File: config.mk
export PLATFORM = sky130hd
export DESIGN_NAME = spi_master_gen
export DESIGN_NICKNAME = d
export VERILOG_FILES = /design/src/rtl/spi_pkg.sv /design/src/rtl/spi_clk_div.sv /design/src/rtl/spi_master_gen.sv
export SDC_FILE = /design/constraint.sdc
export NUM_CORES = 1
export LEC_CHECK = 0
export BUFFER_PORTS_ARGS = -buffer_cell sky130_fd_sc_hd__buf_4
export CELL_PAD_IN_SITES_DETAIL_PLACEMENT = 1
export CELL_PAD_IN_SITES_GLOBAL_PLACEMENT = 2
export CORE_ASPECT_RATIO = 0.6
export CORE_MARGIN = 1
export CORE_UTILIZATION = 34
export DETAILED_ROUTE_END_ITERATION = 7
export PLACE_DENSITY_LB_ADDON = 0.1
export REMOVE_ABC_BUFFERS = 1
export SYNTH_ARGS = -nofsm -noshare
export SYNTH_HDL_FRONTEND = slang
export SYNTH_SLANG_ARGS = --single-unit
File: constraint.sdc
create_clock -name clk -period 2 [get_ports clk]
set_clock_uncertainty 0.05 [all_clocks]
set_input_delay 0.1 -clock clk [delete_from_list [all_inputs] [get_ports clk]]
set_output_delay 0.1 -clock clk [all_outputs]
set_load 0.005 [all_outputs]
File: src/rtl/spi_pkg.sv
`default_nettype none
// ============================================================================
//  Module      : spi_pkg
//  Description : Shared types and helpers for the parametrised SPI master.
//                State encoding, latched transfer mode, edge-counter width.
//  Revision    : 1.0 - initial release
// ============================================================================
package spi_pkg;

    // Transfer sequencer states
    typedef enum logic [2:0] {
        ST_IDLE  = 3'd0,
        ST_SETUP = 3'd1,
        ST_XFER  = 3'd2,
        ST_HOLD  = 3'd3,
        ST_GAP   = 3'd4
    } spi_state_e;

    // Per-transfer mode, captured when a start is accepted
    typedef struct packed {
        logic cpol;
        logic cpha;
        logic lsb_first;
    } spi_mode_t;

    // Width of a counter spanning the 2*data_w SCLK edges of one word
    function automatic int edge_cnt_w(input int data_w);
        return $clog2(2 * data_w);
    endfunction

endpackage
`default_nettype wire

File: src/rtl/spi_clk_div.sv
`default_nettype none
// ============================================================================
//  Module      : spi_clk_div
//  Description : SCLK half-period tick generator. The counter runs 0..div and
//                tick is high in the cycle the count equals div, after which
//                the count restarts. div = 0 gives a tick every cycle.
//  Ports       : clk, reset (sync, active high), clear (hold count at 0),
//                div (half-period minus one), tick (half-period boundary)
//  Revision    : 1.0 - initial release
// ============================================================================
module spi_clk_div #(
    parameter int DIV_W = 8
) (
    input  logic             clk,
    input  logic             reset,
    input  logic             clear,
    input  logic [DIV_W-1:0] div,
    output logic             tick
);

    logic [DIV_W-1:0] r_cnt_q;
    logic [DIV_W-1:0] w_cnt_d;

    always_comb begin
        tick    = !clear && (r_cnt_q == div);
        w_cnt_d = r_cnt_q + DIV_W'(1);
        if (clear || tick) begin
            w_cnt_d = '0;
        end
    end

    always_ff @(posedge clk) begin
        if (reset) begin
            r_cnt_q <= '0;
        end else begin
            r_cnt_q <= w_cnt_d;
        end
    end

endmodule
`default_nettype wire

File: src/rtl/spi_master_gen.sv
`default_nettype none
// ============================================================================
//  Module      : spi_master_gen
//  Description : Parametrised SPI master. One word per start/done handshake,
//                runtime CPOL/CPHA/bit-order, internal SCLK divider and
//                NUM_CS chip selects with setup, hold and inter-word gap.
//  Ports       : clk, reset (sync, active high)
//                start, cpol, cpha, lsb_first, cs_sel, div, tx_data - request
//                miso - serial in; sclk, mosi, cs_n - serial bus
//                busy, done, rx_data - status and received word
//  Revision    : 1.0 - initial release
// ============================================================================
module spi_master_gen
    import spi_pkg::*;
#(
    parameter int  DATA_W = 8,
    parameter int  NUM_CS = 4,
    parameter int  DIV_W  = 8,
    parameter int  CS_GAP = 2,
    localparam int c_CS_W = (NUM_CS > 1) ? $clog2(NUM_CS) : 1
) (
    input  logic              clk,
    input  logic              reset,
    input  logic              start,
    input  logic              cpol,
    input  logic              cpha,
    input  logic              lsb_first,
    input  logic [c_CS_W-1:0] cs_sel,
    input  logic [DIV_W-1:0]  div,
    input  logic [DATA_W-1:0] tx_data,
    input  logic              miso,
    output logic              sclk,
    output logic              mosi,
    output logic [NUM_CS-1:0] cs_n,
    output logic              busy,
    output logic              done,
    output logic [DATA_W-1:0] rx_data
);

    localparam int c_EDGE_W = edge_cnt_w(DATA_W);
    // Gap counter runs 0..CS_GAP-1
    localparam int c_GAP_W  = (CS_GAP > 1) ? $clog2(CS_GAP) : 1;
    localparam logic [c_EDGE_W-1:0] c_LAST_EDGE = c_EDGE_W'(2 * DATA_W - 1);
    localparam logic [c_GAP_W-1:0]  c_GAP_LAST  = c_GAP_W'(CS_GAP - 1);

    spi_state_e          r_state_q,   w_state_d;
    spi_mode_t           r_mode_q,    w_mode_d;
    logic [DIV_W-1:0]    r_div_q,     w_div_d;
    logic [DATA_W-1:0]   r_tx_q,      w_tx_d;
    logic [DATA_W-1:0]   r_rx_sh_q,   w_rx_sh_d;
    logic [c_EDGE_W-1:0] r_edge_q,    w_edge_d;
    logic [c_GAP_W-1:0]  r_gap_q,     w_gap_d;
    logic                r_sclk_q,    w_sclk_d;
    logic                r_mosi_q,    w_mosi_d;
    logic [NUM_CS-1:0]   r_cs_n_q,    w_cs_n_d;
    logic                r_busy_q,    w_busy_d;
    logic                r_done_q,    w_done_d;
    logic [DATA_W-1:0]   r_rx_data_q, w_rx_data_d;

    logic                w_tick;
    logic                w_div_clear;
    logic [NUM_CS-1:0]   w_cs_dec;
    logic [DATA_W-1:0]   w_tx_shift;
    logic [DATA_W-1:0]   w_rx_shift;
    logic                w_first_in;
    logic                w_first_q;
    logic                w_first_next;

    // Divider only runs while the bus is being clocked or timed by half-periods
    assign w_div_clear = (r_state_q == ST_IDLE) || (r_state_q == ST_GAP);

    spi_clk_div #(
        .DIV_W (DIV_W)
    ) u_clk_div (
        .clk   (clk),
        .reset (reset),
        .clear (w_div_clear),
        .div   (r_div_q),
        .tick  (w_tick)
    );

    // The outgoing bit always sits at the end the register shifts towards
    assign w_tx_shift   = r_mode_q.lsb_first ? {1'b0, r_tx_q[DATA_W-1:1]}
                                             : {r_tx_q[DATA_W-2:0], 1'b0};
    assign w_first_q    = r_mode_q.lsb_first ? r_tx_q[0] : r_tx_q[DATA_W-1];
    assign w_first_next = r_mode_q.lsb_first ? w_tx_shift[0] : w_tx_shift[DATA_W-1];
    assign w_first_in   = lsb_first ? tx_data[0] : tx_data[DATA_W-1];
    assign w_rx_shift   = r_mode_q.lsb_first ? {miso, r_rx_sh_q[DATA_W-1:1]}
                                             : {r_rx_sh_q[DATA_W-2:0], miso};

    // Out-of-range selections match no index and leave every cs_n high
    always_comb begin
        w_cs_dec = '1;
        for (int i = 0; i < NUM_CS; i++) begin
            if (cs_sel == c_CS_W'(i)) begin
                w_cs_dec[i] = 1'b0;
            end
        end
    end

    always_comb begin
        w_state_d   = r_state_q;
        w_mode_d    = r_mode_q;
        w_div_d     = r_div_q;
        w_tx_d      = r_tx_q;
        w_rx_sh_d   = r_rx_sh_q;
        w_edge_d    = r_edge_q;
        w_gap_d     = r_gap_q;
        w_sclk_d    = r_sclk_q;
        w_mosi_d    = r_mosi_q;
        w_cs_n_d    = r_cs_n_q;
        w_busy_d    = r_busy_q;
        w_done_d    = 1'b0;
        w_rx_data_d = r_rx_data_q;

        case (r_state_q)
            ST_IDLE: begin
                // Track cpol so the idle level is settled before cs asserts
                w_sclk_d = cpol;
                w_mosi_d = 1'b0;
                w_cs_n_d = '1;
                w_busy_d = 1'b0;
                if (start) begin
                    w_state_d          = ST_SETUP;
                    w_mode_d.cpol      = cpol;
                    w_mode_d.cpha      = cpha;
                    w_mode_d.lsb_first = lsb_first;
                    w_div_d            = div;
                    w_tx_d             = tx_data;
                    w_rx_sh_d          = '0;
                    w_edge_d           = '0;
                    w_gap_d            = '0;
                    w_mosi_d           = w_first_in;
                    w_cs_n_d           = w_cs_dec;
                    w_busy_d           = 1'b1;
                end
            end

            ST_SETUP: begin
                if (w_tick) begin
                    w_state_d = ST_XFER;
                end
            end

            ST_XFER: begin
                if (w_tick) begin
                    w_sclk_d = !r_sclk_q;
                    w_edge_d = r_edge_q + c_EDGE_W'(1);
                    if (!r_edge_q[0]) begin
                        // Leading edge
                        if (!r_mode_q.cpha) begin
                            w_rx_sh_d = w_rx_shift;
                        end else begin
                            w_mosi_d = w_first_q;
                            w_tx_d   = w_tx_shift;
                        end
                    end else begin
                        // Trailing edge
                        if (r_mode_q.cpha) begin
                            w_rx_sh_d = w_rx_shift;
                        end else if (r_edge_q != c_LAST_EDGE) begin
                            w_tx_d   = w_tx_shift;
                            w_mosi_d = w_first_next;
                        end
                    end
                    if (r_edge_q == c_LAST_EDGE) begin
                        w_mosi_d  = 1'b0;
                        w_state_d = ST_HOLD;
                    end
                end
            end

            ST_HOLD: begin
                w_sclk_d = r_mode_q.cpol;
                if (w_tick) begin
                    w_cs_n_d  = '1;
                    w_gap_d   = '0;
                    w_state_d = ST_GAP;
                end
            end

            ST_GAP: begin
                if (r_gap_q == c_GAP_LAST) begin
                    w_state_d   = ST_IDLE;
                    w_done_d    = 1'b1;
                    w_busy_d    = 1'b0;
                    w_rx_data_d = r_rx_sh_q;
                end else begin
                    w_gap_d = r_gap_q + c_GAP_W'(1);
                end
            end

            default: begin
                w_state_d = ST_IDLE;
            end
        endcase
    end

    always_ff @(posedge clk) begin
        if (reset) begin
            r_state_q   <= ST_IDLE;
            r_mode_q    <= '0;
            r_div_q     <= '0;
            r_tx_q      <= '0;
            r_rx_sh_q   <= '0;
            r_edge_q    <= '0;
            r_gap_q     <= '0;
            r_sclk_q    <= 1'b0;
            r_mosi_q    <= 1'b0;
            r_cs_n_q    <= '1;
            r_busy_q    <= 1'b0;
            r_done_q    <= 1'b0;
            r_rx_data_q <= '0;
        end else begin
            r_state_q   <= w_state_d;
            r_mode_q    <= w_mode_d;
            r_div_q     <= w_div_d;
            r_tx_q      <= w_tx_d;
            r_rx_sh_q   <= w_rx_sh_d;
            r_edge_q    <= w_edge_d;
            r_gap_q     <= w_gap_d;
            r_sclk_q    <= w_sclk_d;
            r_mosi_q    <= w_mosi_d;
            r_cs_n_q    <= w_cs_n_d;
            r_busy_q    <= w_busy_d;
            r_done_q    <= w_done_d;
            r_rx_data_q <= w_rx_data_d;
        end
    end

    assign sclk    = r_sclk_q;
    assign mosi    = r_mosi_q;
    assign cs_n    = r_cs_n_q;
    assign busy    = r_busy_q;
    assign done    = r_done_q;
    assign rx_data = r_rx_data_q;

endmodule
`default_nettype wire

* Word level (Yosys, flattened, before mapping)
Cells that the tools add are included.
** Cells by class
- Add/subtract/negate cells :: 3
- Eq/ne operators :: 24
- Muxes and demuxes :: 53
- Bitwise gates (word level) :: 1
- Reduce and logical (&&, ||, !) cells :: 25
** Operators by type and width (count)
- 8-bit two-way mux :: 13
- 8-bit one-hot mux with 2 select lines :: 2
- 1-bit two-way mux :: 21
- 3-bit two-way mux :: 6
- 4-bit two-way mux :: 4
- 4-bit inequality test, second input constant :: 4
- 4-bit one-hot mux with 2 select lines :: 2
- 3-bit inequality test, second input constant :: 5
- 3-bit one-hot mux with 5 select lines :: 1
- 6-bit AND reduction :: 2
- 2-bit AND reduction :: 5
- 5-bit AND reduction :: 2
- 8-bit by 1-bit adder with 8-bit output, second input constant :: 1
- 8-bit equality test :: 1
- 3-bit by 2-bit equality test with 1-bit output, second input constant :: 2
- 2-bit by 1-bit inequality test with 1-bit output, second input constant :: 3
- 2-bit inequality test, second input constant :: 3
- 1-bit one-hot mux with 3 select lines :: 2
- 3-bit AND reduction :: 2
- 2-bit nonzero test :: 3
- 3-bit nonzero test :: 2
- 4-bit by 1-bit adder with 4-bit output, second input constant :: 1
- 2-bit equality test, second input constant :: 2
- 4-bit equality test, second input constant :: 1
- 12 further kinds :: 16
** Word-level totals
- Register bits after elaboration :: 59
- Input port bits :: 25
- Output and inout bits :: 16
- Logic and storage cells :: 122

* Longest topological paths before layout
Gate-level depths: netlist of run 1.
- Depth in word-level cells :: 8
- Depth in mapped cells :: 7
- Mapped depth without buffers :: 6

* By module
Synthesis of run 1 repeated with hierarchy kept, for this count alone.
** Unflattened totals
- Cells, all modules :: 324
- Area, all modules :: 2834.0 µm²
** By module, submodules not included
- spi_master_gen :: instances 1, cells each 277, area an instance 2354.8 µm², sequential area each 1021.0 µm²
- spi_clk_div :: instances 1, cells each 47, area an instance 479.2 µm², sequential area each 160.2 µm²

* Worst setup path after synthesis of run 1
OpenSTA, ideal clock, no wires.
- Path type :: reg-to-reg
- From :: register u_clk_div.r_cnt_q[5]
- To :: register r_rx_sh_q[1]
- Library setup time :: 70 ps
- Data arrival time :: 1710 ps
- Data required time :: 1880 ps
- Path slack :: 170 ps
- Cell stages (with the launch flop) :: 7
- Path buffers :: 1
- Cells stage by stage :: dfxtp_1 xor2_1 nor4_4 nand3_2 buf_2 a211o_1 a21oi_1
** On the way
- Longest elaborated chain between the ends :: 4
** Ends and longest elaborated chain
- start: declaration :: line spi_clk_div.sv:21 : logic [DIV_W-1:0] r_cnt_q;
- start signal: assignment :: line spi_clk_div.sv:36 : r_cnt_q <= w_cnt_d;
- 8-bit equality test :: line spi_clk_div.sv:25 : tick = !clear && (r_cnt_q == div);
- 1-bit logical AND :: line spi_clk_div.sv:25
- 2-bit by 1-bit inequality test with 1-bit output (no line)
- 5-bit AND reduction (no line)
- end signal: assignment :: line spi_master_gen.sv:219 : r_rx_sh_q <= w_rx_sh_d;
- end: declaration :: line spi_master_gen.sv:50 : logic [DATA_W-1:0] r_rx_sh_q, w_rx_sh_d;
No other way between the ends.
A chain may end at the register's enable or synchronous reset.

* Worst setup path in the final report of run 1
- From :: register u_clk_div.r_cnt_q[3]
- To :: register r_tx_q[6]
** On the way
- Longest elaborated chain between the ends :: 4
** Ends and longest elaborated chain
- 8-bit equality test :: line spi_clk_div.sv:25
- 1-bit logical AND :: line spi_clk_div.sv:25
- 2-bit by 1-bit inequality test with 1-bit output (no line)
- 6-bit AND reduction (no line)
- end signal: assignment :: line spi_master_gen.sv:218 : r_tx_q <= w_tx_d;
- end: declaration :: line spi_master_gen.sv:49 : logic [DATA_W-1:0] r_tx_q, w_tx_d;
No other way between the ends.

==> results of run 1 <==
[layer usage]
layer / share of wire [%] / up-vias / routed length [um]
li1: - / 1341 / -
met1: 52 / 1289 / 4387
met2: 44 / 40 / 3737
met3: 3.8 / 5 / 320
met4: 0.46 / 0 / 39
met5: 0 / - / 0
[cell usage in the layout (no fill, tap or decap), types with 2 or more instances in the layout]
cell type	count
clkinv_2	2
nand4_1	2
nor2b_1	2
or3_1	7
or2_2	2
clkbuf_8	3
buf_4	69
nor4_4	2
dlygate4sd3_1	10
ha_1	2
o22ai_1	3
mux2i_1	16
o21ai_0	15
nor2_1	16
xnor2_1	3
inv_1	5
a21oi_1	40
a211o_1	10
nand2b_1	4
and2_1	2
nand2_1	57
xor2_1	12
clkbuf_16	9
nor3_1	2
dfxtp_1	58
a2bb2oi_1	3
o32ai_1	2
nand3_1	18
and3_1	4
[stage by stage]
step | hold slack (ns) | area [um^2] | total power, W | cells | utilization, %
floorplan | 0.1191 | 2754 | 0.002274 | 316 | -
global placement | 0.2979 | 3410 | 0.002895 | 491 | 42.58
detailed placement | 0.3073 | 3410 | 0.002937 | 491 | 42.58
CTS | 0.02274 | 3854 | 0.004658 | 520 | 48.13
global route | 0.03163 | 3865 | 0.004906 | 520 | 48.27
finish | 0.01912 | 3865 | 0.004624 | 520 | 48.27
[synth_stat cells, types with 2 or more instances]
master     count  area (um^2)
xnor2_1        3        26.28
mux2i_1       16        160.2
buf_2          4        20.02
or3_1          7        43.79
nand3_1       19        95.09
o22ai_1        3        18.77
nor2b_1        3        18.77
and2_1         2        12.51
dfxtp_1       59         1181
xor2_1        12        105.1
nor3_1         3        15.01
o32ai_1        2        17.52
nor2_1        17        63.81
clkbuf_1      19        71.32
a2bb2oi_1      3        26.28
o21ai_0       15        75.07
nand4_1        2        12.51
nand2_1       57        214.0
or2_2          2        12.51
and3_1         4        25.02
a21oi_1       40        200.2
inv_1          5        18.77
nor4_4         2        42.54
nand2b_1       4        25.02
a211o_1       10        87.58
ha_1           2        25.02
[state kept, by name, indices dropped and copies added, names as in the netlist, 3 cells and up]
register,count
rx_data,8
r_rx_sh_q,8
r_div_q,8
r_state_q,3
r_mode_q,3
r_edge_q,4
u_clk_div.r_cnt_q,8
cs_n,4
r_tx_q,8
[power breakdown]
| part | switching (W) | internal (W) |
|---|---|---|
| clock | 0.000550 | 0.00106 |
| sequential | 0.000159 | 0.00133 |
| combinational | 0.000823 | 0.000702 |
[critical path, cell delays in order (launching register included)]
cell and delay (ns):
dfxtp_2 0.35, xor2_1 0.17, nor4_4 0.28, buf_4 0.20, a21oi_2 0.09, buf_4 0.17
or3_1 0.37, a21oi_1 0.16
[final timing paths]
check             depth (start not counted)                  from    endpoint  slack [ns]
hold reg to reg                           2            rx_data[7]  rx_data[7]        0.41
setup / recovery                          7  u_clk_div.r_cnt_q[3]   r_tx_q[6]        0.08
setup reg to reg                          7  u_clk_div.r_cnt_q[3]   r_tx_q[6]        0.08
hold / removal                            3                div[6]  r_div_q[6]        0.02
[logic make-up (layout without fill, tap and decap cells)]
logic type	after synthesis	in the layout	share of synthesized area, %
buffers and inverters	29	101	3.997
DFF	59	59	41.46
xor gates and xnor gates	15	15	4.611
and+or+nand+nor	127	127	22.18
AOI/OAI and AO/OA	90	90	20.07
muxes	18	18	6.807
adders and majority gates	2	2	0.8782
[what timing repair did]
| action | in CTS | in global routing |
|---|---|---|
| buffers inserted | 3 | 0 |
| pin swaps | 2 | 0 |
| endpoints found under the hold margin | 10 | 0 |
| gates resized for setup | 1 | 5 |
| setup endpoints to repair | 8 | 11 |
| hold buffers | 10 | 0 |
[cell type report]
class	instances	area (um^2)
flip-flops and latches	59	1182
clock inverters	4	47.55
clock buffers	12	266.5
well taps	108	135.1
multi-input cells	252	1577
fillers	963	4143
inverters	5	18.77
repair buffers	80	638.1
==> flow_metrics.py, run 1 <==
metrics = {
    "final_layout": {
        "layout.nets": 434,
        "syn2layout_area_growth_pct": 35.66,
        "drive_gt1_share_pct": 24.27,
        "diodes": 0,
    },
    "global_routing": {
        "grt.total_usage_pct": 21.69,
        "grt_util_met3_pct": 7.500,
        "grt_pass1_wl_mm": 14.35,
        "grt_pass1_vias": 2753,
        "antenna_found_initial": 0,
        "busiest_layer": "met2",
        "grt_max_degree": 33,
        "met1_usage_pct": 29.58,
        "grt-ovfl-total": 0,
        "grt_use_met2_pct": 32.95,
    },
    "placed_design": {
        "place_congestion": 0.7562,
        "dp_hpwl_mm": 5.740,
        "preCtsSetupSlack_ns": -0.01462,
        "io_buffers": 40,
    },
    "routing": {
        "ant_nets": 0,
        "wire_per_inst_um": 16.32,
        "vias_per_cell": 5.144,
        "vias": 2675,
        "drt_iter0_drc": 197,
        "wl_mm": 8.485,
        "post-route-drc-count": 0,
        "drt_pass1_iterations": 4,
    },
    "synthesis": {
        "ys_warn_count": 0,
        "synth_seq_cells": 59,
        "yosysUniqueCellTypes": 51,
        "ys_async_sr_fraction_pct": 0,
        "syn_inst": 340,
        "synth.cell_area_mm2": 0.002849,
        "synth_top_flop_cell": "dfxtp_1",
        "synth.avg_cell_area_um2": 8.379,
        "synth_seq_area_share_pct": 41.46,
        "synth_edf_count": 0,
    },
    "power": {
        "leakagePower_nw": 1.489,
        "ir_drop_uv": 495.6,
        "cellPowerDensity_mw_per_mm2": 1196,
    },
    "critical_path": {
        "crit_arrival_ns": 2.12,
        "path_max_fanout": 10,
        "path_class": "flop to flop",
        "required_ns": 2.20,
        "startpoint_type": "flop",
        "end_kind": "flop",
    },
    "clocking": {
        "cts-root-buf": "clkbuf_16",
        "htree_levels": 3,
        "clk_pin_slew_ns": 0.05,
        "insertion_delay_ns": 0.33,
        "clk_path_buf_depth": 2,
        "cts_tree": "yes",
        "clkSinkCount": 59,
        "cts_buffers": 9,
    },
    "timing": {
        "setup-violations-final": 0,
        "final_max_slew_viol_count": 0,
        "tns_ns": 0,
        "fin_ws_ns": 0.07879,
        "finalCritPeriodShare_pct": 96.06,
        "fin_crit_ns": 1.921,
        "tightest_slew_ns": 0.4494,
        "fmax_ghz": 0.5205,
        "rsz0062_at_grt": "no",
        "hold_viol": 0,
        "maxSlewHeadroom_pct": 70.00,
    },
    "floorplanning": {
        "fp.dieH_um": 72.91,
        "die_area_mm2": 0.008761,
        "io_pins": 41,
        "start_util_pct": 35.58,
        "die_w_um": 120.2,
        "rows": 25,
        "coreArea_mm2": 0.008008,
    },
    "run": {
        "maxCapViolCount": 0,
    },
    "min_path": {
        "hp-class": "input pin to flop",
    },
    "run_status": {
        "status": "complete, no violations",
    },
}
Power figures use the tool's default switching activity.
==> inputs of run 2 (changes only) <==
CORE_ASPECT_RATIO = 2   (was 0.6)
SLEW_MARGIN = 20   (was not set)
==> run 2 against run 1 <==
Sequential power barely moved. Setup slack improved by 0.025 ns. Count of clock-buffer cells in the layout did not move. Wire length shrank 4.4%. Largest cell class unchanged. Total power fell by 0.37%. First-iteration DRC count fell by 61%. Critical endpoint is now r_tx_q[1]. Critical path type unchanged. Largest power group unchanged. Clock power up 6%. Die area rose by 0.11%.
==> flow_metrics.py, run 2 (synthesis results as in run 1) <==
metrics = {
    "clocking": {
        "cts_buffers": 9,
        "clkSinkCount": 59,
        "cts_tree": "yes",
        "cts-root-buf": "clkbuf_16",
        "clk_pin_slew_ns": 0.05,
        "insertion_delay_ns": 0.34,
        "htree_levels": 3,
        "clk_path_buf_depth": 2,
    },
    "power": {
        "combinationalPowerShare_pct": 31.2,
        "cellPowerDensity_mw_per_mm2": 1199,
        "p_sw_share_pct": 32.09,
        "ir_drop_uv": 581.0,
        "clkPwrFrac_pct": 37.0,
        "p_int_w": 0.003129,
        "p_switching_w": 0.001478,
        "finalPower_w": 0.004607,
        "leakagePower_nw": 1.482,
        "seqPwrFrac_pct": 31.9,
    },
    "critical_path": {
        "critical-path-slowest-cell": "or3_1",
        "path_class": "flop to flop",
        "path_max_fanout": 8,
        "end_kind": "flop",
        "crit_arrival_ns": 2.11,
        "slowest_delay_ns": 0.36,
        "crit_path_frequent_cell": "buf_4",
        "crit_chain": "xor2_1 > nor4_4 > buf_4 > a21oi_2 > buf_4 > or3_1 > a21oi_1",
        "startpoint_type": "flop",
        "required_ns": 2.21,
    },
    "floorplanning": {
        "io_pins": 41,
        "die_area_mm2": 0.008771,
        "coreArea_mm2": 0.008000,
        "die_w_um": 66.73,
        "rows": 46,
        "start_util_pct": 35.61,
        "fp.dieH_um": 131.5,
    },
    "final_layout": {
        "seqCellArea_mm2": 0.001181,
        "final_cell_mix": "66 x buf_4, 59 x dfxtp_1, 57 x nand2_1, 40 x a21oi_1, 19 x nand3_1",
        "final_common_cell": "buf_4",
        "diodes": 0,
        "fillers": 951,
        "layout.nets": 432,
        "drive_gt1_share_pct": 22.44,
        "finalInstanceArea_mm2": 0.003841,
        "fin_util_pct": 48.01,
        "multiInputGateArea_mm2": 0.001567,
        "syn2layout_area_growth_pct": 34.83,
    },
    "timing": {
        "setup-violations-final": 0,
        "hold_viol": 0,
        "maxSlewHeadroom_pct": 74.14,
        "tns_ns": 0,
        "final_max_slew_viol_count": 0,
        "finalCritPeriodShare_pct": 94.81,
        "fmax_ghz": 0.5274,
        "tightest_slew_ns": 0.3871,
        "fin_ws_ns": 0.1038,
        "fin_crit_ns": 1.896,
        "rsz0062_at_grt": "yes",
    },
    "global_routing": {
        "antenna_found_initial": 0,
        "grt.total_usage_pct": 20.32,
        "grt-ovfl-total": 0,
        "grt_max_degree": 28,
        "grt_pass1_vias": 2729,
        "grt_pass1_wl_mm": 13.27,
    },
    "min_path": {
        "hp-class": "input pin to flop",
    },
    "routing": {
        "wire_per_inst_um": 16.03,
        "drt_pass1_iterations": 4,
        "ant_nets": 0,
        "drt_iter0_drc": 76,
        "vias": 2660,
        "wl_mm": 8.109,
        "post-route-drc-count": 0,
        "vias_per_cell": 5.257,
    },
    "placed_design": {
        "io_buffers": 40,
        "placed_cell_area_mm2": 0.003379,
        "place_congestion": 0.8089,
        "preCtsSetupSlack_ns": -0.01909,
        "dp_hpwl_mm": 5.818,
    },
    "run_status": {
        "status": "complete, no violations",
    },
    "run": {
        "maxCapViolCount": 0,
    },
}
[run 2: what timing repair did]
item                                    in CTS  in global routing
buffers inserted                             0                  2
endpoints found under the setup margin       8                 16
pin swaps                                    0                  2
hold endpoints to repair                    11                  0
hold buffers                                11                  0
resized for setup                            0                  2
[run 2: critical path: cells and delay by family, from the launching register on]
family | cells | cell delay, ns
AND/OR/NAND/NOR | 2 | 0.67
XOR/XNOR | 1 | 0.20
AO/OA/AOI/OAI | 2 | 0.22
flip-flops | 1 | 0.32
buffers and inverters | 2 | 0.35
[run 2: cell type report]
type	count	share of cell area, %
inverters	5	0.4886
well taps	96	3.127
repair buffers	78	16.29
clock buffers	12	6.678
multi-input cells	252	40.78
clock inverters	4	1.889
flip-flops and latches	59	30.75
[run 2: per-layer routing]
layer	global-route usage, %	wire, um	up-vias	part of all wire, %
met2	35.02	4503	45	56
met3	5.295	249	13	3.1
li1	-	-	1335	-
met4	8.865	180	0	2.2
met5	0	0	-	0
met1	22.43	3176	1267	39
[run 2: per-stage QoR]
step / cells / hold slack, ns
after CTS: 504 / 0.05332
after global placement: 477 / 0.2993
after global routing: 506 / 0.07583
after floorplan: 316 / 0.1191
after detailed placement: 477 / 0.3145
final: 506 / 0.06939
[run 2: worst paths after layout]
check        startpoint         end  slack [ns]  cells past startpoint
max          r_div_q[3]   r_tx_q[1]        0.10                      7
min           cs_sel[0]     cs_n[2]        0.07                      3
max reg2reg  r_div_q[3]   r_tx_q[1]        0.10                      7
min reg2reg  rx_data[0]  rx_data[0]        0.41                      2
[run 2: power groups by stage]
stage	sequential, W	clock [W]	combinational [W]
3_5_place_dp	0.00149	0	0.00139
6_report	0.00147	0.00170	0.00144
4_1_cts	0.00147	0.00175	0.00141
5_1_grt	0.00149	0.00181	0.00159
2_1_floorplan	0.00151	0	0.000768
3_3_place_gp	0.00149	0	0.00137
==> inputs of run 3 (changes only) <==
SETUP_SLACK_MARGIN = 0.2   (was not set)
==> run 3 against run 2 <==
Cell area is 5.9% higher. Maximum frequency is 1.8% higher. Utilization up 2.8 points. Critical path type unchanged.
==> flow_metrics.py, run 3 (synthesis results as in run 1) <==
metrics = {
    "final_layout": {
        "diodes": 0,
        "layout.nets": 440,
        "multiInputGateArea_mm2": 0.001722,
        "finalInstanceArea_mm2": 0.004066,
        "fillers": 942,
        "final_common_cell": "buf_4",
        "seqCellArea_mm2": 0.001190,
        "final_cell_mix": "69 x buf_4, 56 x nand2_1, 52 x dfxtp_1, 37 x a21oi_1, 18 x nand3_1",
        "layout.cells.non_filler": 514,
        "syn2layout_area_growth_pct": 42.73,
        "drive_gt1_share_pct": 31.10,
    },
    "timing": {
        "rsz0062_at_grt": "yes",
        "tns_ns": 0,
        "setup-violations-final": 0,
        "fmax_ghz": 0.5370,
        "fin_crit_ns": 1.862,
        "tightest_slew_ns": 0.3845,
        "maxSlewHeadroom_pct": 74.31,
        "finalCritPeriodShare_pct": 93.10,
        "hold_viol": 0,
        "final_max_slew_viol_count": 0,
    },
    "clocking": {
        "clkSinkCount": 59,
        "cts_buffers": 9,
        "htree_levels": 3,
        "insertion_delay_ns": 0.33,
        "clk_pin_slew_ns": 0.05,
        "cts_tree": "yes",
        "clk_path_buf_depth": 2,
        "cts-root-buf": "clkbuf_16",
    },
    "critical_path": {
        "required_ns": 2.22,
        "worstRegToRegCells": 6,
        "end_kind": "flop",
        "ff2ff_setup_slack_ns": 0.14,
        "r2r-start": "r_div_q[5]",
        "crit_arrival_ns": 2.08,
        "startpoint": "r_div_q[5]",
        "r2r_end": "sclk",
        "startpoint_type": "flop",
        "path_max_fanout": 4,
        "crit_end": "sclk",
        "path_class": "flop to flop",
    },
    "routing": {
        "wire_per_inst_um": 16.83,
        "vias": 2757,
        "drt_pass1_iterations": 4,
        "drt_iter0_drc": 72,
        "wl_mm": 8.649,
        "ant_nets": 0,
        "vias_per_cell": 5.364,
        "post-route-drc-count": 0,
    },
    "global_routing": {
        "grt_pass1_wl_mm": 13.74,
        "grt-ovfl-total": 0,
        "grt_max_degree": 28,
        "antenna_found_initial": 0,
        "grt.total_usage_pct": 21.07,
        "grt_pass1_vias": 2801,
    },
    "floorplanning": {
        "io_pins": 41,
        "die_area_mm2": 0.008771,
        "coreArea_mm2": 0.008000,
        "rows": 46,
        "fp.dieH_um": 131.5,
        "die_w_um": 66.73,
        "start_util_pct": 35.61,
    },
    "placed_design": {
        "io_buffers": 40,
        "dp.cells": 477,
        "placed_cell_area_mm2": 0.003379,
        "dp_hpwl_mm": 5.818,
        "place_congestion": 0.8089,
    },
    "power": {
        "ir_drop_uv": 559.2,
        "leakagePower_nw": 1.537,
        "cellPowerDensity_mw_per_mm2": 1205,
    },
    "min_path": {
        "hp-class": "input pin to flop",
        "hp-start": "cs_sel[0]",
    },
    "run_status": {
        "status": "complete, no violations",
    },
    "run": {
        "maxCapViolCount": 0,
    },
}
## run 3: cell type report
class,instances,area share (%)
clock inverters,4,1.785
inverters,5,0.4615
flip-flops and latches,59,29.26
repair buffers,85,16.89
multi-input cells,253,42.34
clock buffers,12,6.308
well taps,96,2.954
## run 3: routing by layer
metal | GRT usage (%) | vias to the layer above | share of wire [%]
met1 | 22.56 | 1348 | 39
met2 | 37.04 | 44 | 56
met5 | 0 | - | 0
met3 | 5.556 | 15 | 2.7
li1 | - | 1350 | -
met4 | 9.102 | 0 | 2.5
## run 3: report_power, final
group,total (W),switching [W],internal [W]
clock network,0.00171,0.000553,0.00116
logic,0.00170,0.000912,0.000792
registers,0.00149,0.000155,0.00133
## run 3: worst min-delay path by stage
stage / endpoint / slack [ns] / cells after the start
global route: cs_n[2] / 0.07 / 3
CTS: cs_n[2] / 0.05 / 3
finish: cs_n[2] / 0.07 / 3
global placement: r_div_q[3] / 0.30 / 3
floorplan: busy / 0.12 / 1
detailed placement: r_div_q[3] / 0.31 / 3
## run 3: stage by stage
step / util (%) / worst slack [ns] / hold WS (ns) / total power, W
floorplan: - / -0.1235 / 0.1191 / 0.002274
global placement: 42.24 / 0.01307 / 0.2993 / 0.002859
detailed placement: 42.24 / -0.01909 / 0.3145 / 0.002880
CTS: 49.12 / 0.1349 / 0.05332 / 0.004790
global route: 50.83 / 0.06816 / 0.07389 / 0.005185
finish: 50.83 / 0.1379 / 0.07178 / 0.004901
## run 3: what timing repair did
item	CTS	global route
pin swaps	11	11
hold buffers	11	0
gates cloned	1	1
gates resized for setup	15	27
setup buffers	6	2
hold endpoints to repair	11	0
endpoints found under the setup margin	29	37
## run 3: worst max-delay path: stages (launching register included)
cell and delay, ns:
dfxtp_2 0.33, xor2_2 0.18, nor4_4 0.30, buf_4 0.19, a21oi_4 0.08, or4_4 0.52
a21oi_2 0.14
